<file path="src/rtl/keccak_pkg.sv">
// rtl/keccak_pkg.sv - shared constants and state type for the Keccak message padder
//
// Purpose: domain-separation pad bytes, the final pad-bit byte and the padder
// state enumeration used by keccak_padder_param and keccak_pad_word.
package keccak_pkg;

  // Domain-separation byte placed right after the last message byte.
  localparam logic [7:0] KECCAK_DOMAIN = 8'h01;
  localparam logic [7:0] SHA3_DOMAIN   = 8'h06;

  // Closing bit of the multi-rate padding, ORed into the last byte of a block.
  localparam logic [7:0] PAD_FINAL     = 8'h80;

  typedef enum logic [1:0] {
    ACCEPT = 2'd0,  // taking message words
    PAD    = 2'd1,  // message ended, filling the block with zero words
    DONE   = 2'd2   // padded block produced, ignore everything until reset
  } padder_state_e;

endpackage

</file>
<file path="src/rtl/keccak_pad_word.sv">
// rtl/keccak_pad_word.sv - combinational builder for one word of the padded stream
//
// Purpose: produces the word shifted into the block buffer. Byte 0 of a word is
// its most significant byte (big-endian string order).
//   - pad_mode: all-zero filler word.
//   - is_last : bytes below byte_num come from the message, byte byte_num is the
//               domain byte, the rest are zero.
//   - otherwise the message word passes through unchanged.
//   When the word lands in the last slot of a block that carries padding, the
//   closing 0x80 is ORed into its lowest byte.
// Ports:
//   i_in         message word
//   i_byte_num   valid bytes in the last word (0..W/8-1)
//   i_is_last    this word ends the message
//   i_pad_mode   emit a filler word instead of message data
//   i_final_word the word will occupy the final slot of the block
//   o_w          word to write into the block buffer
module keccak_pad_word
  import keccak_pkg::*;
#(
  parameter int         W      = 32,
  parameter logic [7:0] DOMAIN = KECCAK_DOMAIN,
  localparam int        BW     = $clog2(W / 8)
) (
  input  logic [W-1:0]  i_in,
  input  logic [BW-1:0] i_byte_num,
  input  logic          i_is_last,
  input  logic          i_pad_mode,
  input  logic          i_final_word,
  output logic [W-1:0]  o_w
);

  always_comb begin
    o_w = '0;
    if (!i_pad_mode) begin
      for (int b = 0; b < W / 8; b++) begin
        if (!i_is_last || (b < int'(i_byte_num))) begin
          o_w[W-1-8*b -: 8] = i_in[W-1-8*b -: 8];
        end else if (b == int'(i_byte_num)) begin
          o_w[W-1-8*b -: 8] = DOMAIN;
        end
      end
    end
    // Only the block that holds the end of the message gets the closing bit;
    // an ordinary data word in the last slot of an earlier block is untouched.
    if (i_final_word && (i_pad_mode || i_is_last)) begin
      o_w[7:0] = o_w[7:0] | PAD_FINAL;
    end
  end

endmodule

</file>
<file path="src/rtl/keccak_padder_param.sv">
// rtl/keccak_padder_param.sv - parametrised Keccak/SHA-3 multi-rate message padder
//
// Purpose: packs W-bit message words into RATE-bit blocks, applies multi-rate
// padding with a configurable domain byte and hands each full block to the
// permutation core with an out_ready / f_ack handshake. Messages may span any
// number of blocks; padding lands in the block holding the last word.
// Ports:
//   clk         clock, rising edge
//   reset       synchronous active-high reset
//   in          message word, byte 0 in in[W-1:W-8]
//   in_ready    in/is_last/byte_num valid
//   is_last     this word ends the message
//   byte_num    valid bytes in the last word
//   f_ack       permutation consumed out; frees the buffer
//   buffer_full block buffer full, input not accepted
//   out         padded block, first word in out[RATE-1:RATE-W]
//   out_ready   out holds a complete block
module keccak_padder_param
  import keccak_pkg::*;
#(
  parameter int         W      = 32,
  parameter int         RATE   = 576,
  parameter logic [7:0] DOMAIN = KECCAK_DOMAIN,
  localparam int        NW     = RATE / W,
  localparam int        BW     = $clog2(W / 8),
  localparam int        CW     = (NW > 1) ? $clog2(NW) : 1
) (
  input  logic            clk,
  input  logic            reset,
  input  logic [W-1:0]    in,
  input  logic            in_ready,
  input  logic            is_last,
  input  logic [BW-1:0]   byte_num,
  input  logic            f_ack,
  output logic            buffer_full,
  output logic [RATE-1:0] out,
  output logic            out_ready
);

  padder_state_e   r_state;
  padder_state_e   w_state_nxt;
  logic [RATE-1:0] r_out;
  logic [CW-1:0]   r_cnt;
  logic            r_full;

  logic            w_accept;
  logic            w_pad_write;
  logic            w_write;
  logic            w_final_word;
  logic [W-1:0]    w_word;

  // While the buffer is full nothing is written, including the f_ack cycle.
  assign w_accept     = in_ready && !r_full && (r_state == ACCEPT);
  assign w_pad_write  = (r_state == PAD) && !r_full;
  assign w_write      = w_accept || w_pad_write;
  assign w_final_word = (r_cnt == CW'(NW - 1));

  keccak_pad_word #(
    .W      (W),
    .DOMAIN (DOMAIN)
  ) u_pad_word (
    .i_in         (in),
    .i_byte_num   (byte_num),
    .i_is_last    (is_last),
    .i_pad_mode   (w_pad_write),
    .i_final_word (w_final_word),
    .o_w          (w_word)
  );

  always_ff @(posedge clk) begin
    if (reset) begin
      r_state <= ACCEPT;
    end else begin
      r_state <= w_state_nxt;
    end
  end

  always_comb begin
    w_state_nxt = r_state;
    case (r_state)
      ACCEPT: begin
        // A last word in the final slot already carries the closing bit, so
        // there is nothing left to pad.
        if (w_accept && is_last) begin
          w_state_nxt = w_final_word ? DONE : PAD;
        end
      end
      PAD: begin
        if (w_pad_write && w_final_word) begin
          w_state_nxt = DONE;
        end
      end
      DONE: begin
        w_state_nxt = DONE;
      end
      default: begin
        w_state_nxt = ACCEPT;
      end
    endcase
  end

  always_ff @(posedge clk) begin
    if (reset) begin
      r_out  <= '0;
      r_cnt  <= '0;
      r_full <= 1'b0;
    end else if (r_full) begin
      if (f_ack) begin
        r_out  <= '0;
        r_cnt  <= '0;
        r_full <= 1'b0;
      end
    end else if (w_write) begin
      r_out <= {r_out[RATE-W-1:0], w_word};
      // The count parks at NW-1 while full; f_ack brings it back to zero.
      if (w_final_word) begin
        r_full <= 1'b1;
      end else begin
        r_cnt <= r_cnt + CW'(1);
      end
    end
  end

  assign out         = r_out;
  assign buffer_full = r_full;
  assign out_ready   = r_full;

endmodule

</file>
<file path="config.mk">
export PLATFORM = sky130hd
export DESIGN_NAME = keccak_padder_param
export DESIGN_NICKNAME = d
export VERILOG_FILES = /design/src/rtl/keccak_pkg.sv /design/src/rtl/keccak_pad_word.sv /design/src/rtl/keccak_padder_param.sv
export SDC_FILE = /design/constraint.sdc
export NUM_CORES = 1
export LEC_CHECK = 0
export ABC_AREA = 0
export BUFFER_PORTS_ARGS = -buffer_cell sky130_fd_sc_hd__buf_2
export CAP_MARGIN = 25
export CORE_MARGIN = 1.5
export CORE_UTILIZATION = 35
export DETAILED_ROUTE_END_ITERATION = 16
export SYNTH_ARGS = -nofsm -noshare
export SYNTH_HDL_FRONTEND = slang
export SYNTH_SLANG_ARGS = --single-unit
</file>
<file path="constraint.sdc">
create_clock -name clk -period 3.8 [get_ports clk]
set_input_delay 0.76 -clock clk [delete_from_list [all_inputs] [get_ports clk]]
set_output_delay 0.76 -clock clk [all_outputs]
set_load 0.01 [all_outputs]
</file>
=== Word level (Yosys, flattened, before mapping) ===
Cells that the tools add are included.

* Register bits after elaboration: 584
* Latch bits: 0
* Bits in writable memories: 0
* ROM bits: 0
* Input port bits: 39
* Output and inout bits: 578
* Word-level logic and storage cells: 62
* Memories kept: 0

* $add $sub $neg: 1
* Multipliers: 0
* Div/mod/pow operators: 0
* Magnitude comparators: 3
* Equality and inequality tests: 10
* Shift operators: 0
* Multiplexer cells: 25
* Bitwise logic cells: 0
* Reductions and logical operators: 19

{| class="wikitable"
|+ Operators by type and width
! cell !! count
|-
| two-way mux 576 bit || 3
|-
| two-way mux 8 bit || 5
|-
| two-way mux 32 bit || 1
|-
| two-way mux 5 bit || 4
|-
| two-way mux 1 bit || 8
|-
| logical AND 1 bit || 6
|-
| two-way mux 2 bit || 3
|-
| one-hot mux 2 bit (3 select lines) || 1
|-
| adder 5 x 1 -> 5 bit, second input constant || 1
|-
| equality test 5 bit, second input constant || 1
|-
| logical OR 1 bit || 5
|-
| equality test 2 bit, first input constant || 2
|-
| logical NOT 2 bit || 2
|-
| less-than comparator 1 x 2 -> 1 bit, first input constant || 2
|-
| != test 2 x 1 -> 1 bit, second input constant || 2
|-
| != test 2 bit, second input constant || 2
|-
| AND reduction 2 bit || 2
|-
| AND reduction 3 bit || 1
|-
| equality test 1 x 2 -> 1 bit, first input constant || 1
|-
| equality test 2 x 1 -> 1 bit, second input constant || 1
|-
| equality test 2 bit, second input constant || 1
|-
| logical NOT 1 bit || 2
|-
| less-than comparator 2 bit, first input constant || 1
|-
| nonzero test 2 bit || 1
|}

=== Longest topological paths before layout ===
Gate-level depths: netlist of run 1.

* Depth after elaboration: 7
* Gate-level depth with buffers: 9
* Mapped depth without buffers: 6

=== Hierarchy ===
From an unflattened synthesis of run 1, not the netlist that was laid out.

* Cells, all modules: 2,029
* Area total of the unflattened synthesis: 19,748.9 µm²

{| class="wikitable"
|+ By module, submodules not included
! module !! times used !! cells an instance !! area an instance (µm²) !! seq. area each (µm²)
|-
| keccak_padder_param || 1 || 1,983 || 19,416.1 || 11,691.2
|-
| keccak_pad_word || 1 || 46 || 332.8 || 0.0
|}

=== Worst setup path after synthesis of run 1 ===
No wires, ideal clock.

* Path type: input-to-reg
* Start point: input port f_ack
* End point: register r_out[7] (netlist: out[7])
* Setup time: 0.128 ns
* Data arrival time: 1.623 ns
* Path slack: 2.049 ns
* Cell stages on the path: 7
* Cell sequence: nand2b_1 o21ai_2 buf_6 buf_12 buf_4 a22oi_1 nor2_1

* Cells in the longest elaborated chain, start to end: 2

{| class="wikitable"
|+ RTL lines
! item !! line !! text
|-
| start, declared || keccak_padder_param.sv:34 || <nowiki>input logic f_ack,</nowiki>
|-
| != test 2 bit (no line) || - ||
|-
| AND reduction 2 bit (no line) || - ||
|-
| end signal, assigned || keccak_padder_param.sv:114 || <nowiki>r_out <= {r_out[RATE-W-1:0], w_word};</nowiki>
|-
| end, declared || keccak_padder_param.sv:42 || <nowiki>logic [RATE-1:0] r_out;</nowiki>
|}

No other way between the ends.
A chain may end at the register's enable or synchronous reset.

=== Final worst setup path of run 1 ===
* Start point: register r_state[1]
* End point: register r_out[499] (netlist: out[499])

* Cells in the longest elaborated chain, start to end: 5

{| class="wikitable"
|+ RTL lines
! item !! line !! text
|-
| start, declared || keccak_padder_param.sv:40 || <nowiki>padder_state_e r_state;</nowiki>
|-
| start signal, assigned || keccak_padder_param.sv:74 || <nowiki>r_state <= w_state_nxt;</nowiki>
|-
| equality test 2 x 1 -> 1 bit / logical NOT 2 bit (equally long branches) || keccak_padder_param.sv:54, keccak_padder_param.sv:53 ||
|-
| logical AND 1 bit, on equally long branches || keccak_padder_param.sv:54, keccak_padder_param.sv:53 ||
|-
| logical OR 1 bit (*) || keccak_padder_param.sv:55 || <nowiki>assign w_write = w_accept || w_pad_write;</nowiki>
|-
| nonzero test 2 bit (no line) (*) || - ||
|-
| AND reduction 2 bit (no line) (*) || - ||
|}

Mark *: on every way between the ends. The rest lies on a longest branch, timed or not.

==> results.json, run 1 <==
{
  "cts_tree": "done",
  "antenna_found_initial": 1,
  "synthSimpleGateAreaFrac_pct": 12.45,
  "h-tree-depth": 2,
  "grt-busiest-layer": "met2",
  "synth.area.mux_share_pct": 0.1063,
  "ys_ff_latch": 584,
  "yosysTopAreaCell": "dfxtp_1",
  "finalPower_mw": 13.75,
  "crit_end": "out[499]$_SDFFE_PP0P_",
  "min_period_ps": 2494,
  "fin_tns_setup_ps": 0,
  "syn2layout_area_growth_pct": 27.10,
  "reg2reg_to": "out[499]$_SDFFE_PP0P_",
  "worstReg2RegStart": "r_state[1]$_SDFFE_PP0P_",
  "synth_warnings": 0,
  "fin_util_pct": 45.01,
  "fmax_ghz": 0.4010,
  "synth_compound_area_share_pct": 21.96,
  "worstPathArrival_ps": 3030,
  "grt_pass1_wl_um": 104400,
  "synth_xor_area_share_pct": 0.04378,
  "cp-start-kind": "flip-flop",
  "grt_use_met1_pct": 28.38,
  "worst-slew-pin-transition_ps": 1046,
  "drt-pass1-iter-count": 6,
  "setup_ws_ps": 1306,
  "leakage_nw": 11.12,
  "track_usage_pct": 22.82,
  "dieArea_um2": 58610,
  "synth_top_family_by_area": "compound AO/OA/AOI/OAI gates",
  "hp-class": "in2reg",
  "cts_sinks": 584,
  "cts_max_path_buffers": 3,
  "fin_skew_ps": 10.59,
  "yosysTopAreaCellShare_pct": 58.44,
  "final_hold_viol_count": 0,
  "cp_max_fo": 45,
  "avgSynthCellArea_um2": 9.875,
  "hpwlAfterDp_um": 50300,
  "synth_fa_ha_area_share_pct": 0.3127,
  "drive_gt1_share_pct": 29.44,
  "synthFlopType": "dfxtp_1",
  "die_w_um": 242.1,
  "postCtsSetupBuffers": 0,
  "synth_cell_type_count": 43,
  "ioPinCount": 617,
  "num_vias": 17810,
  "initialDrtViolationCount": 1413,
  "drv_slew": 0,
  "critPathCaptureType": "flip-flop",
  "insertion_delay_ps": 610,
  "die_h_um": 242.1,
  "rows": 87,
  "critPathMaxStageDelay_ps": 600,
  "core_area_um2": 56500,
  "final_cells": 3349,
  "portBuffers": 616,
  "hold_buffers": 0,
  "cts_resized": 0,
  "rsz0062_at_grt": "false",
  "max_slew_margin_pct": 30.26,
  "power_density_nw_per_um2": 540.6,
  "cp_cell_sequence": "inv_1, ha_1, a21o_1, o21ai_4, buf_4, a22oi_1, nor2_1",
  "grt_max_degree": 208,
  "drc": 0,
  "postRouteAntennaNets": 0,
  "synth_edf_count": 0,
  "crit_path_start": "r_state[1]$_SDFFE_PP0P_",
  "start_util_pct": 35.41,
  "crit_path_top_delay_cell": "o21ai_4",
  "grt_pass1_vias": 16410,
  "async_flop_share_pct": 0,
  "gr-total-overflow": 0,
  "place.gp.congestion": 0.8767,
  "cp.required_ps": 4330,
  "ys_seq_area_share_pct": 58.44,
  "r2r_slack_ps": 1310,
  "grt_use_met2_pct": 37.28,
  "synthTopCellsByArea": "dfxtp_1 58%, a22oi_1 20%, nor2_1 10%, buf_6 2.1%, buf_2 1.5%",
  "ir_worst_vdd_mv": 0.3523,
  "synth_area_um2": 20010,
  "cts-root-buf": "clkbuf_16",
  "dp_cells": 3236,
  "maxCapViolCount": 0,
  "nets": 2586,
  "worstSetupPathType": "reg2reg",
  "status": "completed",
  "netlist_instances": 2026,
  "routed_via_density": 5.319,
  "synth.most_common_cell": "dfxtp_1",
  "pre_cts_slack_ps": 1114,
  "routed_wl_um": 70430,
  "wl_per_cell_um": 21.03,
  "use_met3_pct": 6.325,
  "synth_fp_nets": 2070,
  "cts.clk_slew.worst_paths_ps": 60,
  "synth_commonest_cells": "584 x dfxtp_1, 550 x nor2_1, 545 x a22oi_1",
  "r2r_cells": 7,
  "setup-violations-final": 0,
  "cts_made_buffers": 60,
  "finalCritPeriodShare_pct": 65.63
}
-- cells in the final DEF, fill, tap and decap left out, types with 17 or more instances in the layout --
cell and n:
a21oi_1 38, a22oi_1 545, buf_12 18, buf_2 615
buf_4 17, clkbuf_16 62, dfxtp_1 584, nand2_1 38
nand3_1 27, nor2_1 550
-- flip-flops by register name, indices dropped and copies added, names as in the netlist --
register,count
r_state,2
out,576
buffer_full,1
r_cnt,5
-- layout make-up --
class	count	area [um^2]
antenna	1	2.502
clock buffer	86	1782
clock inverter	26	422.9
fill	5446	31070
inverter	5	18.77
multi-input combinational	1240	6984
sequential	584	11690
tap	756	945.9
timing repair buffer	651	3581
-- per-stage QoR --
| stage | hold WS, ps | instance area (um^2) |
|---|---|---|
| after CTS | 354.4 | 25430 |
| final | 405.7 | 25430 |
| after detailed placement | 463.8 | 23220 |
| after global placement | 452.6 | 23220 |
| after floorplan | 448.6 | 20010 |
| after global routing | 387.2 | 25430 |
-- critical path: cells and delay by family, from the launching register on --
kind | cells | cell delay (ps)
AND/OR/NAND/NOR | 1 | 150
buffers and inverters | 2 | 620
adder cells (fa/ha/maj) | 1 | 270
flip-flops | 1 | 360
AO/OA/AOI/OAI | 3 | 1000
-- cells by family (layout without fill, tap and decap cells) --
logic type | after synthesis | in the layout
compound gates | 596 | 596
xor+xnor | 1 | 1
fa+ha+maj | 5 | 5
buf+inv | 202 | 768
flops | 584 | 584
mux | 2 | 2
other cells | 0 | 1
simple gates | 636 | 636
-- worst min path at each step --
stage                       startpoint                       to  slack [ps]  cells after the start
2_1_floorplan  r_state[1]$_SDFFE_PP0P_  r_state[1]$_SDFFE_PP0P_         450                      2
3_3_place_gp       out[9]$_SDFFE_PP0P_      out[9]$_SDFFE_PP0P_         450                      2
6_report                        in[17]     out[17]$_SDFFE_PP0P_         410                      3
3_5_place_dp      out[10]$_SDFFE_PP0P_     out[10]$_SDFFE_PP0P_         460                      2
5_1_grt                         in[13]     out[13]$_SDFFE_PP0P_         390                      3
4_1_cts                         in[10]     out[10]$_SDFFE_PP0P_         350                      3
-- power by group --
part / total, mW / switching, mW / internal (mW)
combinational: 1.04 / 0.799 / 0.245
sequential: 6.24 / 0.0583 / 6.18
clock: 6.47 / 2.47 / 4.00
-- routing by layer --
metal  part of all wire [%]  up-vias
li1                       -     8249
met1                     41     8664
met2                     47      780
met3                    8.2      120
met4                    3.8        0
met5                      0        -
(Power assumes the default switching activity.)
==> inputs of run 2 (changes only) <==
- ABC_AREA: 0 -> 1
- clock period: 3.8 -> 2.1 ns (I/O delays scaled with it)
==> run 2 against run 1 <==
Compared with the run above:
- sequential share of layout area is 1.7 points lower
- worst hold slack worse by 340 ps
- largest power group is now sequential cells
- flip-flop and latch count stayed put
- largest cell class unchanged
- critical path type unchanged
- routed wire length is 3.9% higher
- sequential power is 89% higher
==> results.json, run 2 <==
{
  "initialDrtViolationCount": 1329,
  "cts.clk_slew.worst_paths_ps": 60,
  "grt_max_degree": 119,
  "final_hold_viol_count": 0,
  "num_vias": 19340,
  "fin_tns_setup_ps": 0,
  "cts_made_buffers": 60,
  "power_density_nw_per_um2": 1164,
  "seqPwrFrac_pct": 38.6,
  "routed_wl_um": 73190,
  "ys_seq_area_share_pct": 56.81,
  "min_period_ps": 1862,
  "insertion_delay_ps": 630,
  "track_usage_pct": 23.03,
  "largest_register_ffs": 576,
  "die_w_um": 245.5,
  "final_cells": 3958,
  "grt_pass1_wl_um": 109000,
  "async_flop_share_pct": 0,
  "status": "completed",
  "final_cell_mix": "1058 x nand2_1, 615 x buf_2, 584 x a21oi_1, 584 x dfxtp_1, 116 x nand3_1",
  "hold_buffers": 0,
  "place.gp.congestion": 0.8722,
  "cp-start-kind": "flip-flop",
  "switchingPower_mw": 10.68,
  "fmax_ghz": 0.5371,
  "cts_resized": 0,
  "rsz0062_at_grt": "false",
  "nets": 3189,
  "ir_worst_vdd_mv": 0.7232,
  "dieArea_um2": 60260,
  "drive_gt1_share_pct": 24.43,
  "drt-pass1-iter-count": 5,
  "fin_skew_ps": 24.19,
  "die_h_um": 245.5,
  "start_util_pct": 35.53,
  "synth_cell_type_count": 19,
  "ys_ff_latch": 584,
  "maxCapViolCount": 0,
  "cts-root-buf": "clkbuf_16",
  "hpwlAfterDp_um": 52850,
  "postCtsSetupBuffers": 0,
  "internal_power_mw": 20.02,
  "yosysTopAreaCellShare_pct": 56.81,
  "grt_pass1_vias": 18010,
  "cp.required_ps": 2640,
  "cts_tree": "done",
  "h-tree-depth": 2,
  "multiInputGateArea_um2": 7754,
  "antennaDiodeCount": 0,
  "ioPinCount": 617,
  "final_common_cell": "nand2_1",
  "synth_commonest_cells": "1059 x nand2_1, 584 x a21oi_1, 584 x dfxtp_1",
  "avgSynthCellArea_um2": 7.888,
  "leakage_nw": 10.87,
  "synthTopCellsByArea": "dfxtp_1 57%, nand2_1 19%, a21oi_1 14%, nand3_1 2.8%, buf_4 2.2%",
  "cts_sinks": 584,
  "synthFlopType": "dfxtp_1",
  "synth_area_um2": 20580,
  "setup-violations-final": 0,
  "r2r_cells": 8,
  "synth.most_common_cell": "nand2_1",
  "max_slew_margin_pct": 60.16,
  "hp-class": "in2reg",
  "syn2layout_area_growth_pct": 28.19,
  "switching_share_pct": 34.79,
  "worstSetupPathType": "reg2reg",
  "synth_edf_count": 0,
  "synth_fp_nets": 2653,
  "critPathCaptureType": "flip-flop",
  "wl_per_cell_um": 18.49,
  "finalCritPeriodShare_pct": 88.66,
  "holdPathStages": 3,
  "dp_cells": 3848,
  "cts_max_path_buffers": 3,
  "drc": 0,
  "antenna_found_initial": 0,
  "cp_max_fo": 44,
  "fillers": 5924,
  "portBuffers": 616,
  "gr-total-overflow": 0,
  "yosysTopAreaCell": "dfxtp_1",
  "p_comb_share_pct": 26.5,
  "drv_slew": 0,
  "postRouteAntennaNets": 0,
  "netlist_instances": 2609,
  "rows": 88,
  "worstPathArrival_ps": 2400,
  "routed_via_density": 4.885,
  "register_area_um2": 11690,
  "synth_warnings": 0,
  "core_area_um2": 57920,
  "worst-slew-pin-transition_ps": 597.0,
  "pwr-share-clk_pct": 34.9
}
## run 2: path summary, 6_finish.rpt
kind / startpoint / slack (ps) / end
worst max register to register: r_state[0]$_SDFFE_PP0P_ / 240 / out[517]$_SDFFE_PP0P_
worst min-delay path: in[5] / 70 / out[5]$_SDFFE_PP0P_
worst max-delay path: r_state[0]$_SDFFE_PP0P_ / 240 / out[517]$_SDFFE_PP0P_
worst min register to register: out[556]$_SDFFE_PP0P_ / 460 / out[556]$_SDFFE_PP0P_
## run 2: cell type report
class	count	area share, %
flip-flops and latches	584	44.32
multi-input cells	1803	29.39
repair buffers	675	14.83
clock buffers	83	6.474
well taps	765	3.628
clock inverters	27	1.039
inverters	21	0.3272
## run 2: stage by stage
stage	util (%)	setup slack, ps	instance area [um^2]	hold slack [ps]	total power [mW]
after floorplan	-	617.9	20580	483.1	17.91
after global placement	42.13	298.9	24400	445.6	20.27
after detailed placement	42.13	257.1	24400	450.2	20.25
after CTS	45.55	232.4	26380	34.26	30.91
after global routing	45.55	58.08	26380	55.36	32.17
final	45.55	238.1	26380	70.05	30.71
## run 2: power by group through the flow
stage / Combinational [mW] / Clock (mW) / Sequential, mW
6_report: 8.14 / 10.7 / 11.8
5_1_grt: 8.87 / 11.4 / 11.9
4_1_cts: 8.17 / 10.9 / 11.8
3_5_place_dp: 8.17 / 0 / 12.1
3_3_place_gp: 8.18 / 0 / 12.1
2_1_floorplan: 5.78 / 0 / 12.1
## run 2: logic make-up (layout without fill, tap and decap cells)
family                   Yosys count  after routing  share of synthesized area [%]
buffers and inverters            222            806                          5.551
adder cells (fa/ha/maj)            5              5                         0.3040
AND/OR/NAND/NOR                 1198           1198                          22.73
AO/OA/AOI/OAI                    600            600                          14.60
flip-flops                       584            584                          56.81
## run 2: routing by layer
metal  GRT usage [%]  part of all wire (%)
met5               0                     0
met4           7.975                   3.3
met3           5.435                   7.1
met2           37.94                    47
met1           29.40                    42
## run 2: critical path: stages (launching register included)
cell     delay, ps
dfxtp_1        380
inv_1           60
ha_1           250
nand3_2        140
nand3_4        110
inv_8          150
buf_4          420
nand2_1        100
a21oi_1        160
==> inputs of run 3 (changes only) <==
- ABC_AREA: 1 -> not set
==> run 3 against run 2 <==
Compared with the run above:
- non-clock buffer count rose by 19
- critical path depth rose by 1
- via count down 7.1%
- total power fell by 18%
- routed wire length grew 1.2%
- global-route usage about the same
- first-iteration DRC count is 4.0% higher
- largest power group unchanged
- highest routed layer unchanged
==> results.json, run 3 (synthesis results as in run 1) <==
{
  "status": "completed",
  "postRouteAntennaNets": 0,
  "place.gp.congestion": 0.9186,
  "hp-class": "in2reg",
  "ir_worst_vdd_mv": 0.8266,
  "max_slew_margin_pct": 60.78,
  "fin_tns_setup_ps": 0,
  "hpwlAfterDp_um": 51470,
  "fin_skew_ps": 16.55,
  "placed_area_um2": 23570,
  "start_util_pct": 35.41,
  "worstReg2RegStart": "r_state[1]$_SDFFE_PP0P_",
  "h-tree-depth": 2,
  "drive_gt1_share_pct": 30.66,
  "grt_max_degree": 139,
  "cts-root-buf": "clkbuf_16",
  "routed_wl_um": 74070,
  "final_common_cell": "buf_2",
  "cts_tree": "done",
  "wl_per_cell_um": 21.86,
  "dp_cells": 3254,
  "die_w_um": 242.1,
  "final_hold_viol_count": 0,
  "final_area_um2": 26260,
  "antenna_found_initial": 1,
  "final_cells": 3389,
  "worstSetupPathType": "reg2reg",
  "worstPathArrival_ps": 2560,
  "fmax_ghz": 0.4950,
  "cts.clk_slew.worst_paths_ps": 60,
  "final_cell_mix": "615 x buf_2, 582 x dfxtp_1, 550 x nor2_1",
  "syn2layout_area_growth_pct": 31.23,
  "setup-violations-final": 0,
  "cp-start-kind": "flip-flop",
  "finalCritPeriodShare_pct": 96.21,
  "nets": 2629,
  "hold_start": "in[25]",
  "drt-pass1-iter-count": 8,
  "grt_pass1_wl_um": 105700,
  "insertion_delay_ps": 610,
  "grt_pass1_vias": 16550,
  "cts_sinks": 584,
  "portBuffers": 616,
  "cts_made_buffers": 60,
  "critPathCaptureType": "flip-flop",
  "cts_max_path_buffers": 3,
  "routed_via_density": 5.301,
  "core_area_um2": 56500,
  "num_vias": 17960,
  "whs_ps": 58.43,
  "drc": 0,
  "drv_slew": 0,
  "initialDrtViolationCount": 1382,
  "ioPinCount": 617,
  "maxCapViolCount": 0,
  "crit_path_start": "r_state[1]$_SDFFE_PP0P_",
  "min_period_ps": 2020,
  "power_density_nw_per_um2": 956.8,
  "track_usage_pct": 23.02,
  "dieArea_um2": 58610,
  "die_h_um": 242.1,
  "rsz0062_at_grt": "true",
  "cp.required_ps": 2640,
  "gr-total-overflow": 0,
  "worst-slew-pin-transition_ps": 588.3,
  "leakage_nw": 11.51,
  "rows": 87,
  "largest_register_ffs": 576,
  "r2r_slack_ps": 80,
  "cp_max_fo": 36,
  "hold_buffers": 0
}
## run 3: cell count changes in the layout (fill, tap and decap cells not counted), moves of 89 or more
cell     change
a21oi_1    -546
nand2_1   -1020
nor2_1     +535
nand3_1     -89
a22oi_1    +545
## run 3: cell type report
cell class / count / area, um^2
antenna: 1 / 2.502
clock buffer: 88 / 1798
clock inverter: 21 / 334.1
fill: 5357 / 30240
inverter: 5 / 18.77
multi-input combinational: 1240 / 6997
sequential: 584 / 11690
tap: 756 / 945.9
timing repair buffer: 694 / 4466
## run 3: what timing repair did
action                                 CTS  global route
setup endpoints to repair                0           304
resized for setup                        0            26
endpoints found under the hold margin    0             0
setup buffers                            0            11
## run 3: power by group
group	internal, mW	switching (mW)	total (mW)
clock network	6.90	4.44	11.3
registers	11.2	0.108	11.3
logic	0.856	1.63	2.49
## run 3: layer usage
metal,up-vias,track usage [%],part of all wire (%)
li1,8354,-,-
met1,8702,28.33,40
met2,790,38.46,48
met3,118,6.503,8.5
met4,0,8.051,3.1
met5,-,0,0
## run 3: worst paths after layout
check	endpoint	cells past startpoint
worst min register to register	out[6]$_SDFFE_PP0P_	2
worst max register to register	out[269]$_SDFFE_PP0P_	9
worst min-delay path	out[25]$_SDFFE_PP0P_	3
worst max-delay path	out[269]$_SDFFE_PP0P_	9
## run 3: worst max-delay path, cell delays in order (launching register included)
cell and delay, ps:
dfxtp_2 350, inv_1 70, ha_2 220, a21o_1 210, o21ai_4 300, buf_6 180
clkbuf_16 170, buf_16 190, a22oi_1 120, nor2_1 120
## run 3: through the flow
stage	util, %	power [mW]	setup slack (ps)
2_1_floorplan	-	13.11	479.8
3_3_place_gp	41.72	13.55	168.3
3_5_place_dp	41.72	13.58	91.24
4_1_cts	45.49	24.90	31.52
5_1_grt	46.47	26.00	-16.26
6_report	46.47	25.12	79.62
